## src/rtl/instr_encoder.sv

```systemverilog
// RV32 instruction encoder: packs raw fields plus a sign-extended immediate into a 32-bit word.
// Latency: one cycle from input handshake to out_valid when the output stage is empty or draining.
// Backpressure: two-entry elastic buffer (output + skid); in_ready drops only once the skid is occupied.
//
// Ports:
//   clk, rst                  single clock, synchronous active-high reset
//   in_valid / in_ready       request handshake; in_ready is driven straight from skid state
//   imm_op                    0 I, 1 S, 2 B, 3 U, 4 J, 5-7 reserved (emitted as R-type)
//   opcode, rd, funct3, rs1,
//   rs2, funct7, imm          raw instruction fields and the sign-extended immediate
//   out_valid / out_ready     encoded-word handshake
//   instruction, range_err    packed word and its "immediate not encodable" flag (qualified by out_valid)
//   instr_count               wrapping count of completed output handshakes
//
// Build option: define IMM_RANGE_CHECK_EN to enable the immediate range check; otherwise
// range_err is tied low and no check logic exists.

module instr_encoder #(
    parameter int DATA_WIDTH = 32
) (
    input  logic                  clk,
    input  logic                  rst,
    input  logic                  in_valid,
    output logic                  in_ready,
    input  logic [2:0]            imm_op,
    input  logic [6:0]            opcode,
    input  logic [4:0]            rd,
    input  logic [2:0]            funct3,
    input  logic [4:0]            rs1,
    input  logic [4:0]            rs2,
    input  logic [6:0]            funct7,
    input  logic [DATA_WIDTH-1:0] imm,
    output logic                  out_valid,
    input  logic                  out_ready,
    output logic [31:0]           instruction,
    output logic                  range_err,
    output logic [15:0]           instr_count
);

    // Immediate formats
    localparam logic [2:0] IMM_I = 3'd0;
    localparam logic [2:0] IMM_S = 3'd1;
    localparam logic [2:0] IMM_B = 3'd2;
    localparam logic [2:0] IMM_U = 3'd3;
    localparam logic [2:0] IMM_J = 3'd4;

    // Work on at least 32 bits so the U-type slice imm[31:12] always exists.
    localparam int IW = (DATA_WIDTH > 32) ? DATA_WIDTH : 32;

    logic [IW-1:0] w_imm_x;
    logic [31:0]   w_word;
    logic          w_err;
    logic          w_accept;
    logic          w_drain;

    // Output register and skid register, each with its own valid bit.
    logic        r_out_vld;
    logic [31:0] r_out_word;
    logic        r_out_err;
    logic        r_skid_vld;
    logic [31:0] r_skid_word;
    logic        r_skid_err;
    logic [15:0] r_count;

    assign w_imm_x = IW'($signed(imm));

    // ------------------------------------------------------------------
    // Field packing
    // ------------------------------------------------------------------
    always_comb begin
        // Reserved formats fall through to R-type (no immediate).
        w_word = {funct7, rs2, rs1, funct3, rd, opcode};
        case (imm_op)
            IMM_I: w_word = {w_imm_x[11:0], rs1, funct3, rd, opcode};
            IMM_S: w_word = {w_imm_x[11:5], rs2, rs1, funct3, w_imm_x[4:0], opcode};
            IMM_B: w_word = {w_imm_x[12], w_imm_x[10:5], rs2, rs1, funct3,
                             w_imm_x[4:1], w_imm_x[11], opcode};
            IMM_U: w_word = {w_imm_x[31:12], rd, opcode};
            IMM_J: w_word = {w_imm_x[20], w_imm_x[10:1], w_imm_x[11],
                             w_imm_x[19:12], rd, opcode};
            default: ;
        endcase
    end

    // ------------------------------------------------------------------
    // Immediate range check
    // ------------------------------------------------------------------
`ifdef IMM_RANGE_CHECK_EN
    logic w_fit12;
    logic w_fit13;
    logic w_fit21;

    // An immediate fits N bits when sign-extending its low N bits reproduces it.
    assign w_fit12 = (w_imm_x == IW'($signed(w_imm_x[11:0])));
    assign w_fit13 = (w_imm_x == IW'($signed(w_imm_x[12:0])));
    assign w_fit21 = (w_imm_x == IW'($signed(w_imm_x[20:0])));

    always_comb begin
        w_err = 1'b1;
        case (imm_op)
            IMM_I,
            IMM_S:   w_err = !w_fit12;
            IMM_B:   w_err = !w_fit13 || w_imm_x[0];
            IMM_U:   w_err = (w_imm_x[11:0] != 12'd0);
            IMM_J:   w_err = !w_fit21 || w_imm_x[0];
            default: w_err = 1'b1;
        endcase
    end
`else
    assign w_err = 1'b0;
`endif

    // ------------------------------------------------------------------
    // Elastic buffer
    // ------------------------------------------------------------------
    assign w_accept = in_valid && in_ready;
    assign w_drain  = r_out_vld && out_ready;

    always_ff @(posedge clk) begin
        if (rst) begin
            r_out_vld   <= 1'b0;
            r_out_word  <= 32'd0;
            r_out_err   <= 1'b0;
            r_skid_vld  <= 1'b0;
            r_skid_word <= 32'd0;
            r_skid_err  <= 1'b0;
            r_count     <= 16'd0;
        end else begin
            if (w_drain) begin
                r_count <= r_count + 16'd1;
            end

            if (!r_out_vld || out_ready) begin
                // Output stage is free this cycle. The skid holds the older word,
                // so it has priority; while it is full in_ready is low and no new
                // request can arrive in the same cycle.
                if (r_skid_vld) begin
                    r_out_vld  <= 1'b1;
                    r_out_word <= r_skid_word;
                    r_out_err  <= r_skid_err;
                    r_skid_vld <= 1'b0;
                end else if (w_accept) begin
                    r_out_vld  <= 1'b1;
                    r_out_word <= w_word;
                    r_out_err  <= w_err;
                end else begin
                    r_out_vld  <= 1'b0;
                end
            end else if (w_accept) begin
                // Output stalled: park the new word in the skid.
                r_skid_vld  <= 1'b1;
                r_skid_word <= w_word;
                r_skid_err  <= w_err;
            end
        end
    end

    // in_ready depends only on registered skid state, never on in_valid/out_ready.
    assign in_ready    = !r_skid_vld;
    assign out_valid   = r_out_vld;
    assign instruction = r_out_word;
    assign range_err   = r_out_err;
    assign instr_count = r_count;

endmodule

```

## config.mk

```make
export PLATFORM = sky130hd
export DESIGN_NAME = instr_encoder
export DESIGN_NICKNAME = d
export VERILOG_FILES = /design/src/rtl/instr_encoder.sv
export SDC_FILE = /design/constraint.sdc
export NUM_CORES = 1
export LEC_CHECK = 0
export ABC_AREA = 1
export BUFFER_PORTS_ARGS = -buffer_cell sky130_fd_sc_hd__clkbuf_2
export CORE_MARGIN = 3
export CORE_UTILIZATION = 55
export DETAILED_ROUTE_END_ITERATION = 10
export HOLD_SLACK_MARGIN = 0.12
export PLACE_DENSITY = 0.88
export SYNTH_ARGS = -nofsm -noshare
export SYNTH_HDL_FRONTEND = slang
export SYNTH_SLANG_ARGS = --single-unit
export TNS_END_PERCENT = 20
```

## constraint.sdc

```tcl
create_clock -name clk -period 2 [get_ports clk]
set_clock_uncertainty 0.1 [all_clocks]
set_input_delay 0.3 -clock clk [delete_from_list [all_inputs] [get_ports clk]]
set_output_delay 0.3 -clock clk [all_outputs]
set_load 0.005 [all_outputs]
```

======== Yosys cells after proc, flatten, opt, wreduce, memory -nomap -nowiden ========
Cells that the tools add are included.
word-level totals
  RAM bits ................................ 0
  bits of input ports ..................... 71
  memories ................................ 0
  bits in read-only memories .............. 0
  flip-flop bits (word level) ............. 83
  bits in latches ......................... 0
  word-level logic and storage cells ...... 29
cells by class
  reductions and logical operators ........ 10
  shifts and indexed selects .............. 0
  eq/ne operators ......................... 4
  bitwise gates (word level) .............. 1
  add/subtract/negate cells ............... 1
  divide/modulo/power cells ............... 0
  mux-type cells .......................... 7
  order comparisons ....................... 0
  multiply operators ...................... 0
operators by type and width
  kind                                                 number
  case mux 32 bit (5 select lines)                     1
  two-way mux 32 bit                                   2
  adder 16 x 1 -> 16 bit, second input constant        1
  equality test 3 x 2 -> 1 bit, second input constant  2
  two-way mux 1 bit                                    4
  AND reduction 2 bit                                  2
  equality test 3 x 1 -> 1 bit, second input constant  1
  equality test 3 bit, second input constant           1
  zero test 3 bit                                      1
  logical AND 1 bit                                    2
  zero test 1 bit                                      2
  nonzero test 2 bit                                   1
  OR reduction 2 bit                                   1
  logical OR 1 bit                                     1
  NOT 1 bit                                            1

======== Depth between registers and ports, before layout ========
Gate-level depths: netlist of run 1.
  depth after elaboration ................. 4
  depth in mapped cells ................... 10
  mapped depth without buffers ............ 10

======== Worst setup path after synthesis of run 1 ========
OpenSTA, ideal clock, no wires.
  path kind ............................... register -> register
  from .................................... register r_count[1], in the netlist instr_count[1]
  to ...................................... register r_count[14], in the netlist instr_count[14]
  data arrival time ....................... 1.194 ns
  clock period less this slack ............ 1.406 ns
  slack ................................... 0.594 ns
  buffers on the path ..................... 0
  cell stages (with the launch flop) ...... 11
  cell sequence ........................... dfxtp_1 > ha_1 > nand2_1 > nor2_1 > nand2_2 > nor2_4 > nand2_2 > nor2_2 > nand2_1 > nand2_1 > nor2_1
on the way
  word-level cells in the longest chain between the ends .. 1
RTL lines
  what                    RTL line  source
  from (decl)             63        logic [15:0] r_count;
  from (signal assigned)  130       r_count <= r_count + 16'd1;
  adder 16 x 1 -> 16 bit  130
Every way passes these cells.
A chain may end at the register's enable or synchronous reset.

======== Final worst setup path of run 1 ========
  from .................................... register r_skid_vld
  to ...................................... output port in_ready
on the way
  word-level cells in the longest chain between the ends .. 1
RTL lines
  what                    RTL line  source
  from (decl)             60        logic r_skid_vld;
  from (signal assigned)  124       r_skid_vld <= 1'b0;
  from (signal assigned)  141       r_skid_vld <= 1'b0;
  from (signal assigned)  151       r_skid_vld <= 1'b1;
  zero test 1 bit         159       assign in_ready = !r_skid_vld;
  to (decl)               24        output logic in_ready,
Every way passes these cells.

==> run_summary.xml, run 1 <==
<?xml version="1.0" encoding="UTF-8"?>
<metrics>
  <group name="clocking">
    <metric name="cts-resized-gates" unit="">0</metric>
    <metric name="cts-htree-levels" unit="">3</metric>
    <metric name="post_cts.repair.setup_buffers" unit="">0</metric>
    <metric name="cts_sinks" unit="">82</metric>
    <metric name="clock_latency" unit="ns">0.35</metric>
    <metric name="total_clock_buffers_created_by_cts" unit="">9</metric>
    <metric name="clock_tree_from_tritoncts" unit="">built</metric>
    <metric name="ctsRootBufferMaster" unit="">clkbuf_8</metric>
    <metric name="cts.reportedPaths.clkPinSlew" unit="ns">0.09</metric>
    <metric name="maximum_root_to_sink_buffer_count" unit="">2</metric>
  </group>
  <group name="route">
    <metric name="dr.pass1.iters" unit="">5</metric>
    <metric name="maxUsedRoutingLayer" unit="">met4</metric>
    <metric name="routed_wirelength" unit="um">11100</metric>
    <metric name="met2RoutedLength" unit="um">5320</metric>
    <metric name="via_density_per_instance" unit="">5.41</metric>
    <metric name="drt_iter0_markers" unit="">263</metric>
    <metric name="vias" unit="">4303</metric>
    <metric name="routedLengthMet1" unit="um">4690</metric>
    <metric name="drcViolationCount" unit="">0</metric>
    <metric name="wl_per_cell" unit="um">13.9</metric>
    <metric name="met3WireLength" unit="um">722</metric>
    <metric name="final_antenna_net_count" unit="">0</metric>
  </group>
  <group name="placement">
    <metric name="preCtsSetupSlack" unit="ns">0.322</metric>
    <metric name="io_buffer_count" unit="">120</metric>
    <metric name="area_after_detailed_placement" unit="sq um">4650</metric>
    <metric name="gp_routability_congestion" unit="">0.878</metric>
    <metric name="dp_hpwl" unit="um">8020</metric>
  </group>
  <group name="floorplan">
    <metric name="effective_utilization_at_floorplan" unit="">0.577</metric>
    <metric name="core_area" unit="sq um">6940</metric>
    <metric name="dieWidth" unit="um">91.4</metric>
    <metric name="fp.dieArea" unit="sq um">8350</metric>
    <metric name="floorplan.rows" unit="">30</metric>
    <metric name="io_pins" unit="">122</metric>
    <metric name="die_h" unit="um">91.4</metric>
  </group>
  <group name="synthesis">
    <metric name="post_synth_instance_area" unit="sq um">4010</metric>
    <metric name="post_synth_inst_count" unit="">578</metric>
    <metric name="synthArstFlopShare" unit="">0</metric>
    <metric name="ys_seq_area_frac" unit="">0.409</metric>
    <metric name="synth_area_per_cell" unit="sq um">6.94</metric>
    <metric name="synth.yosys.warnings" unit="">0</metric>
    <metric name="post_synth_num_cell_types" unit="">36</metric>
    <metric name="ys_seq_elements" unit="">82</metric>
    <metric name="synth-main-ff-cell" unit="">dfxtp_1</metric>
    <metric name="synth.net_count" unit="">650</metric>
    <metric name="number_of_synthesized_flops_with_an_enable_pin" unit="">0</metric>
  </group>
  <group name="worst_setup_path">
    <metric name="timing.critical_path.slowest_cell_delay" unit="ns">0.35</metric>
    <metric name="critical_path_class" unit="">reg -&gt; out</metric>
    <metric name="crit_path_top_delay_cell" unit="">dfxtp_1</metric>
    <metric name="worstPathMaxFanout" unit="">33</metric>
    <metric name="timing.critical_path.cells" unit="">inv_2 &gt; buf_4 &gt; clkbuf_2</metric>
    <metric name="endpoint_kind" unit="">primary output</metric>
    <metric name="worstPathRequired" unit="ns">1.60</metric>
    <metric name="critPathArrivalTime" unit="ns">1.35</metric>
    <metric name="worst_setup_path_start_kind" unit="">flop</metric>
  </group>
  <group name="timing">
    <metric name="timing.setup.tns" unit="ns">0</metric>
    <metric name="max_clock_freq" unit="MHz">570</metric>
    <metric name="postLayoutSetupSlackWorst" unit="ns">0.247</metric>
    <metric name="setup_viol" unit="">0</metric>
    <metric name="rsz0062_at_grt" unit="">false</metric>
    <metric name="period_share" unit="">0.877</metric>
    <metric name="timing.final.crit_period" unit="ns">1.75</metric>
    <metric name="timing_hold_violations_final" unit="">0</metric>
    <metric name="finalHoldWorstSlack" unit="ns">0.175</metric>
    <metric name="finalMaxSlewViolations" unit="">0</metric>
  </group>
  <group name="power">
    <metric name="finalPower" unit="mW">3.48</metric>
    <metric name="leakage_power" unit="nW">2.47</metric>
    <metric name="power.density_cell_area" unit="nW/um^2">708</metric>
    <metric name="power.ir.vdd_worst" unit="mV">0.362</metric>
  </group>
  <group name="grt">
    <metric name="antenna_found_initial" unit="">0</metric>
    <metric name="grt_first_pass_wirelength" unit="um">18500</metric>
    <metric name="number_of_global_route_vias_before_repair" unit="">4128</metric>
    <metric name="globalRouteOverflowTotal" unit="">0</metric>
    <metric name="grt_max_degree" unit="">35</metric>
    <metric name="overall_global_routing_resource_usage" unit="">0.268</metric>
  </group>
  <group name="layout">
    <metric name="num-fill-cells" unit="">587</metric>
    <metric name="antenna_cells_inserted" unit="">0</metric>
    <metric name="syn2layout_area_growth" unit="%">22.4</metric>
    <metric name="layout.nets" unit="">767</metric>
    <metric name="layout.cells.most_common" unit="">nand2_1</metric>
    <metric name="post_route_cells_drive_above_1_share" unit="">0.266</metric>
    <metric name="layout.cell_area.non_filler" unit="sq um">4910</metric>
    <metric name="most_used_cells_in_the_layout_excluding_fill_and_tap_cells" unit="">nand2_1 (133), clkbuf_2 (120), dfxtp_1 (82)</metric>
  </group>
  <group name="min_path">
    <metric name="worst_hold_path_type" unit="">in -&gt; reg</metric>
  </group>
  <group name="flow_run">
    <metric name="drv.max_cap_violation_count" unit="">0</metric>
  </group>
  <group name="outcome">
    <metric name="status" unit="">completed</metric>
  </group>
</metrics>
[critical path, delay by kind of cell (launching register included)]
family | cells | cell delay [ns]
flops | 1 | 0.35
buf+inv | 3 | 0.63
[state kept, by name (all words and copies together), names as in the netlist]
name and count:
instruction 32, r_skid_word 32, instr_count 16, out_valid 1
r_skid_vld 1
[final timing paths]
kind	start	endpoint	slack, ns	cells after the start
worst max-delay path	r_skid_vld	in_ready	0.25	3
worst min-delay path	funct3[0]	r_skid_word[12]	0.18	5
worst max register to register	out_valid	r_skid_word[7]	0.39	9
worst min register to register	r_skid_word[3]	r_skid_word[3]	0.37	2
[where the power goes]
group / total [mW] / leakage, nW / internal, mW / switching [mW]
clock: 1.13 / 0.0859 / 0.497 / 0.628
combinational: 0.579 / 1.72 / 0.232 / 0.348
sequential: 1.77 / 0.671 / 1.72 / 0.0508
total: 3.48 / 2.47 / 2.45 / 1.03
[cell type report]
cell class | instances | area, sq um | share of cell area
sequential | 82 | 1640 | 0.334
clock inverter | 6 | 48.8 | 0.00994
timing repair buffer | 138 | 766 | 0.156
inverter | 48 | 180 | 0.0367
clock buffer | 10 | 138 | 0.0280
tap | 96 | 120 | 0.0245
multi-input combinational | 416 | 2020 | 0.411
[per-stage QoR]
step                      std cells  utilization
after global placement          773        0.670
final                           796        0.707
after detailed placement        773        0.670
after global routing            796        0.707
after floorplan                 578            -
after CTS                       796        0.707
[kinds of logic after synthesis]
kind of cell,after synthesis,synth area share
AND/OR/NAND/NOR,260,0.297
AO/OA/AOI/OAI,153,0.199
flip-flops,82,0.409
buffers and inverters,80,0.0880
XOR/XNOR,1,0.00218
adder cells (fa/ha/maj),1,0.00312
other,1,0.000935
[metal layers]
metal / track usage / vias to the layer above
met5: 0 / -
met3: 0.0497 / 31
met1: 0.336 / 1961
li1: - / 2115
met4: 0.122 / 0
met2: 0.446 / 196
[synth_stat cells (4+ instances only)]
cell      instances  area share
a21oi_1          70       0.087
a21oi_2           4      0.0087
a31oi_1           7       0.011
buf_2             8       0.010
buf_4             5      0.0094
clkbuf_1         12       0.011
dfxtp_1          82        0.41
inv_1            39       0.037
inv_2             8      0.0075
nand2_1         133        0.12
nand2_2          11       0.017
nand3_1          31       0.039
nor2_1           54       0.051
nor2_4            6       0.017
nor3_1            5      0.0062
o21ai_0          47       0.059
o21ai_1          21       0.026
or2_1             5      0.0078
[repair_timing]
action / CTS / global route
setup endpoints to repair: 0 / 0
endpoints found under the hold margin: 13 / 0
hold buffers: 7 / 0
Note: power is estimated with default switching activity, not from simulation.
==> run 2, diff against run 1 <==
--- a/config.mk
+++ b/config.mk
@@ -11,6 +11,7 @@
 export CORE_UTILIZATION = 55
 export DETAILED_ROUTE_END_ITERATION = 10
 export HOLD_SLACK_MARGIN = 0.12
+export MAX_ROUTING_LAYER = met4
 export PLACE_DENSITY = 0.88
 export SYNTH_ARGS = -nofsm -noshare
 export SYNTH_HDL_FRONTEND = slang
==> run 2 against run 1 <==
  * Die area unchanged
  * Clock-buffer cell count did not move
  * Clock power barely moved
  * Final cell count is the same
  * Largest cell class unchanged
  * Highest routed layer unchanged
==> run_summary.xml, run 2 (synthesis gave the netlist of run 1 again) <==
<?xml version="1.0" encoding="UTF-8"?>
<metrics>
  <group name="layout">
    <metric name="final_cells" unit="">796</metric>
    <metric name="most_used_cells_in_the_layout_excluding_fill_and_tap_cells" unit="">nand2_1 (133), clkbuf_2 (120), dfxtp_1 (82)</metric>
    <metric name="antenna_cells_inserted" unit="">0</metric>
    <metric name="layout.nets" unit="">767</metric>
    <metric name="post_route_cells_drive_above_1_share" unit="">0.266</metric>
    <metric name="syn2layout_area_growth" unit="%">22.4</metric>
    <metric name="num-fill-cells" unit="">587</metric>
    <metric name="layout.cells.most_common" unit="">nand2_1</metric>
  </group>
  <group name="route">
    <metric name="vias" unit="">4278</metric>
    <metric name="drcViolationCount" unit="">0</metric>
    <metric name="via_density_per_instance" unit="">5.37</metric>
    <metric name="drt_iter0_markers" unit="">242</metric>
    <metric name="wl_per_cell" unit="um">14.0</metric>
    <metric name="dr.pass1.iters" unit="">5</metric>
    <metric name="routed_wirelength" unit="um">11200</metric>
    <metric name="final_antenna_net_count" unit="">0</metric>
  </group>
  <group name="power">
    <metric name="leakage_power" unit="nW">2.47</metric>
    <metric name="finalPower" unit="mW">3.48</metric>
    <metric name="power.ir.vdd_worst" unit="mV">0.361</metric>
    <metric name="power.density_cell_area" unit="nW/um^2">709</metric>
  </group>
  <group name="clocking">
    <metric name="total_clock_buffers_created_by_cts" unit="">9</metric>
    <metric name="cts.reportedPaths.clkPinSlew" unit="ns">0.09</metric>
    <metric name="ctsRootBufferMaster" unit="">clkbuf_8</metric>
    <metric name="cts-htree-levels" unit="">3</metric>
    <metric name="cts-resized-gates" unit="">0</metric>
    <metric name="post_cts.repair.setup_buffers" unit="">0</metric>
    <metric name="clock_latency" unit="ns">0.35</metric>
    <metric name="cts_hold_buffers" unit="">7</metric>
    <metric name="maximum_root_to_sink_buffer_count" unit="">2</metric>
    <metric name="cts_sinks" unit="">82</metric>
    <metric name="clock_tree_from_tritoncts" unit="">built</metric>
  </group>
  <group name="grt">
    <metric name="grt_first_pass_wirelength" unit="um">18500</metric>
    <metric name="antenna_found_initial" unit="">0</metric>
    <metric name="met3_resource_use_gr" unit="">0.0530</metric>
    <metric name="overall_global_routing_resource_usage" unit="">0.277</metric>
    <metric name="globalRouteOverflowTotal" unit="">0</metric>
    <metric name="grt_most_used_layer" unit="">met2</metric>
    <metric name="grt_max_degree" unit="">35</metric>
    <metric name="grt_use_met1" unit="">0.336</metric>
    <metric name="gr-usage-met2" unit="">0.447</metric>
    <metric name="number_of_global_route_vias_before_repair" unit="">4126</metric>
  </group>
  <group name="floorplan">
    <metric name="effective_utilization_at_floorplan" unit="">0.577</metric>
    <metric name="io_pins" unit="">122</metric>
    <metric name="fp.dieArea" unit="sq um">8350</metric>
    <metric name="dieWidth" unit="um">91.4</metric>
    <metric name="die_h" unit="um">91.4</metric>
    <metric name="floorplan.rows" unit="">30</metric>
    <metric name="core_area" unit="sq um">6940</metric>
  </group>
  <group name="timing">
    <metric name="setup_viol" unit="">0</metric>
    <metric name="period_share" unit="">0.878</metric>
    <metric name="max_clock_freq" unit="MHz">569</metric>
    <metric name="timing_hold_violations_final" unit="">0</metric>
    <metric name="finalMaxSlewViolations" unit="">0</metric>
    <metric name="timing.final.crit_period" unit="ns">1.76</metric>
    <metric name="timing.setup.tns" unit="ns">0</metric>
    <metric name="rsz0062_at_grt" unit="">false</metric>
  </group>
  <group name="placement">
    <metric name="io_buffer_count" unit="">120</metric>
    <metric name="dp.cells" unit="">773</metric>
    <metric name="dp_hpwl" unit="um">8020</metric>
    <metric name="gp_routability_congestion" unit="">0.892</metric>
  </group>
  <group name="worst_setup_path">
    <metric name="worst_setup_path_start_kind" unit="">flop</metric>
    <metric name="timing.reg2reg.setup_slack" unit="ns">0.39</metric>
    <metric name="endpoint_kind" unit="">primary output</metric>
    <metric name="worstPathMaxFanout" unit="">33</metric>
    <metric name="critical_path_class" unit="">reg -&gt; out</metric>
    <metric name="worstPathRequired" unit="ns">1.60</metric>
    <metric name="critPathArrivalTime" unit="ns">1.36</metric>
  </group>
  <group name="min_path">
    <metric name="worst_hold_path_type" unit="">in -&gt; reg</metric>
  </group>
  <group name="flow_run">
    <metric name="drv.max_cap_violation_count" unit="">0</metric>
  </group>
  <group name="outcome">
    <metric name="status" unit="">completed</metric>
  </group>
</metrics>
[run 2: through the flow]
| step | worst slack (ns) | area (sq um) | hold slack, ns | utilization |
|---|---|---|---|---|
| after detailed placement | 0.322 | 4650 | 0.356 | 0.670 |
| final | 0.244 | 4910 | 0.171 | 0.707 |
| after floorplan | 0.594 | 4010 | 0.343 | - |
| after global placement | 0.401 | 4650 | 0.352 | 0.670 |
| after global routing | 0.178 | 4910 | 0.187 | 0.707 |
| after CTS | 0.255 | 4910 | 0.164 | 0.707 |
[run 2: layout make-up]
class	count	area (sq um)	area share
multi-input cells	416	2020	0.411
clock inverters	6	48.8	0.00994
clock buffers	10	138	0.0280
inverters	48	180	0.0367
repair buffers	138	766	0.156
flip-flops and latches	82	1640	0.334
well taps	96	120	0.0245
[run 2: critical path, cell delays in order, from the launching register on]
cell and delay, ns:
dfxtp_1 0.35, inv_2 0.09, buf_4 0.36, clkbuf_2 0.19
[run 2: worst paths after layout]
path / start / end / cells after the start
max: r_skid_vld / in_ready / 3
min: funct3[0] / r_skid_word[12] / 5
max reg2reg: out_valid / r_skid_word[7] / 9
min reg2reg: r_skid_word[6] / r_skid_word[6] / 2
[run 2: where the power goes]
| part | leakage (nW) | switching [mW] | internal, mW |
|---|---|---|---|
| Sequential | 0.671 | 0.0504 | 1.72 |
| Clock | 0.0859 | 0.633 | 0.497 |
| Combinational | 1.72 | 0.348 | 0.232 |
[run 2: layer usage]
metal	wire, um	vias to the layer above	part of all wire
met5	0	-	0
met4	374	0	0.034
met3	855	31	0.077
met2	5400	203	0.48
met1	4520	1934	0.41
li1	-	2110	-
==> run 3, diff against run 2 <==
--- a/config.mk
+++ b/config.mk
@@ -7,12 +7,14 @@
 export LEC_CHECK = 0
 export ABC_AREA = 1
 export BUFFER_PORTS_ARGS = -buffer_cell sky130_fd_sc_hd__clkbuf_2
+export CELL_PAD_IN_SITES_DETAIL_PLACEMENT = 1
+export CELL_PAD_IN_SITES_GLOBAL_PLACEMENT = 1
 export CORE_MARGIN = 3
-export CORE_UTILIZATION = 55
+export CORE_UTILIZATION = 38
 export DETAILED_ROUTE_END_ITERATION = 10
 export HOLD_SLACK_MARGIN = 0.12
 export MAX_ROUTING_LAYER = met4
-export PLACE_DENSITY = 0.88
+export PLACE_DENSITY = 0.87
 export SYNTH_ARGS = -nofsm -noshare
 export SYNTH_HDL_FRONTEND = slang
 export SYNTH_SLANG_ARGS = --single-unit
==> run 3 against run 2 <==
  * Flip-flop and latch count unchanged
  * Critical path depth stayed put
  * Design area increased by 1.9%
  * Clock-buffer cell count decreased by 1
  * Register-to-register slack is essentially flat
  * Core utilization fell by 21 points
  * Sequential share of layout area fell by 0.61 points
  * Critical endpoint unchanged
  * Highest routed layer unchanged
==> run_summary.xml, run 3 (synthesis gave the netlist of run 1 again) <==
<?xml version="1.0" encoding="UTF-8"?>
<metrics>
  <group name="route">
    <metric name="drcViolationCount" unit="">0</metric>
    <metric name="dr.pass1.iters" unit="">4</metric>
    <metric name="wl_per_cell" unit="um">15.8</metric>
    <metric name="met2RoutedLength" unit="um">6390</metric>
    <metric name="vias" unit="">4264</metric>
    <metric name="final_antenna_net_count" unit="">0</metric>
    <metric name="drt_iter0_markers" unit="">142</metric>
    <metric name="via_density_per_instance" unit="">5.13</metric>
    <metric name="routed_wirelength" unit="um">13100</metric>
    <metric name="met3WireLength" unit="um">649</metric>
    <metric name="maxUsedRoutingLayer" unit="">met4</metric>
    <metric name="routedLengthMet1" unit="um">5860</metric>
  </group>
  <group name="layout">
    <metric name="post_route_cells_drive_above_1_share" unit="">0.265</metric>
    <metric name="post-route-util" unit="">0.500</metric>
    <metric name="syn2layout_area_growth" unit="%">24.7</metric>
    <metric name="layout.cells.most_common" unit="">nand2_1</metric>
    <metric name="layout.nets" unit="">766</metric>
    <metric name="final_cells" unit="">832</metric>
    <metric name="most_used_cells_in_the_layout_excluding_fill_and_tap_cells" unit="">nand2_1 (133), clkbuf_2 (120), dfxtp_1 (82)</metric>
    <metric name="antenna_cells_inserted" unit="">0</metric>
  </group>
  <group name="worst_setup_path">
    <metric name="critPathArrivalTime" unit="ns">1.43</metric>
    <metric name="worstPathRequired" unit="ns">1.60</metric>
    <metric name="worst_setup_path_start_kind" unit="">flop</metric>
    <metric name="critical_path_class" unit="">reg -&gt; out</metric>
    <metric name="worstPathMaxFanout" unit="">33</metric>
    <metric name="endpoint_kind" unit="">primary output</metric>
  </group>
  <group name="timing">
    <metric name="max_clock_freq" unit="MHz">546</metric>
    <metric name="period_share" unit="">0.916</metric>
    <metric name="timing_hold_violations_final" unit="">0</metric>
    <metric name="rsz0062_at_grt" unit="">false</metric>
    <metric name="worst_slew_pin_slew" unit="ns">0.500</metric>
    <metric name="timing.setup.tns" unit="ns">0</metric>
    <metric name="setup_viol" unit="">0</metric>
    <metric name="finalMaxSlewViolations" unit="">0</metric>
    <metric name="postLayoutSetupSlackWorst" unit="ns">0.167</metric>
    <metric name="timing.final.crit_period" unit="ns">1.83</metric>
    <metric name="max-slew-margin-rel" unit="">0.666</metric>
  </group>
  <group name="grt">
    <metric name="grt_first_pass_wirelength" unit="um">21700</metric>
    <metric name="overall_global_routing_resource_usage" unit="">0.240</metric>
    <metric name="grt_max_degree" unit="">43</metric>
    <metric name="antenna_found_initial" unit="">0</metric>
    <metric name="globalRouteOverflowTotal" unit="">0</metric>
    <metric name="number_of_global_route_vias_before_repair" unit="">4514</metric>
  </group>
  <group name="clocking">
    <metric name="clock_latency" unit="ns">0.37</metric>
    <metric name="cts-htree-levels" unit="">3</metric>
    <metric name="post_cts.repair.setup_buffers" unit="">0</metric>
    <metric name="clock_tree_from_tritoncts" unit="">built</metric>
    <metric name="ctsRootBufferMaster" unit="">clkbuf_8</metric>
    <metric name="cts_hold_buffers" unit="">7</metric>
    <metric name="cts_sinks" unit="">82</metric>
    <metric name="total_clock_buffers_created_by_cts" unit="">9</metric>
    <metric name="cts-resized-gates" unit="">0</metric>
    <metric name="maximum_root_to_sink_buffer_count" unit="">2</metric>
    <metric name="cts.reportedPaths.clkPinSlew" unit="ns">0.09</metric>
  </group>
  <group name="floorplan">
    <metric name="floorplan.rows" unit="">36</metric>
    <metric name="fp.dieArea" unit="sq um">11800</metric>
    <metric name="dieWidth" unit="um">109</metric>
    <metric name="io_pins" unit="">122</metric>
    <metric name="core_area" unit="sq um">10000</metric>
    <metric name="die_h" unit="um">109</metric>
    <metric name="effective_utilization_at_floorplan" unit="">0.401</metric>
  </group>
  <group name="outcome">
    <metric name="status" unit="">completed</metric>
  </group>
  <group name="placement">
    <metric name="preCtsSetupSlack" unit="ns">0.290</metric>
    <metric name="io_buffer_count" unit="">120</metric>
    <metric name="gp_routability_congestion" unit="">0.816</metric>
    <metric name="dp.cells" unit="">809</metric>
    <metric name="dp_hpwl" unit="um">9450</metric>
  </group>
  <group name="power">
    <metric name="power.ir.vdd_worst" unit="mV">0.299</metric>
    <metric name="power.density_cell_area" unit="nW/um^2">750</metric>
    <metric name="leakage_power" unit="nW">2.50</metric>
  </group>
  <group name="min_path">
    <metric name="worst_hold_path_type" unit="">in -&gt; reg</metric>
  </group>
  <group name="flow_run">
    <metric name="drv.max_cap_violation_count" unit="">0</metric>
  </group>
</metrics>
==> run 3: cell types whose count changed in the layout (fill, tap and decap cells not counted), sizes merged <==
cell,change
buf,-1
bufinv,+2
clkbuf,-1
clkinv,+4
clkinvlp,-3
inv,-2
==> run 3: path summary, 6_finish.rpt <==
check / start / endpoint / slack [ns] / depth (start not counted)
setup / recovery: r_skid_vld / in_ready / 0.17 / 3
hold / removal: funct3[0] / r_skid_word[12] / 0.15 / 5
setup reg to reg: out_valid / r_skid_word[10] / 0.38 / 9
hold reg to reg: r_skid_word[6] / r_skid_word[6] / 0.38 / 2
==> run 3: metal layers <==
layer	GRT usage	vias up
met2	0.411	118
met3	0.0533	17
li1	-	2110
met1	0.280	2019
met5	-	-
met4	0.0803	0
==> run 3: worst max-delay path: stages, from the launching register on <==
cell	delay, ns
dfxtp_1	0.37
inv_2	0.10
buf_4	0.38
clkbuf_2	0.19
==> run 3: final cells by class <==
cell class,instances,area (sq um)
clock inverters,7,103
repair buffers,137,771
multi-input cells,416,2020
flip-flops and latches,82,1640
well taps,133,166
fillers,1364,5000
clock buffers,9,124
inverters,48,180
==> run 3: metrics by stage <==
step	hold slack (ns)	instance area [sq um]	power, mW
2_1_floorplan	0.343	4010	2.13
3_3_place_gp	0.353	4700	2.37
3_5_place_dp	0.365	4700	2.39
4_1_cts	0.148	5000	3.78
5_1_grt	0.160	5000	3.96
6_report	0.154	5000	3.75
==> run 3: power by group <==
part           switching, mW  total, mW  internal (mW)
Sequential            0.0514       1.77           1.72
Combinational          0.363      0.596          0.233
Clock                  0.668       1.38          0.716
Total                   1.08       3.75           2.67
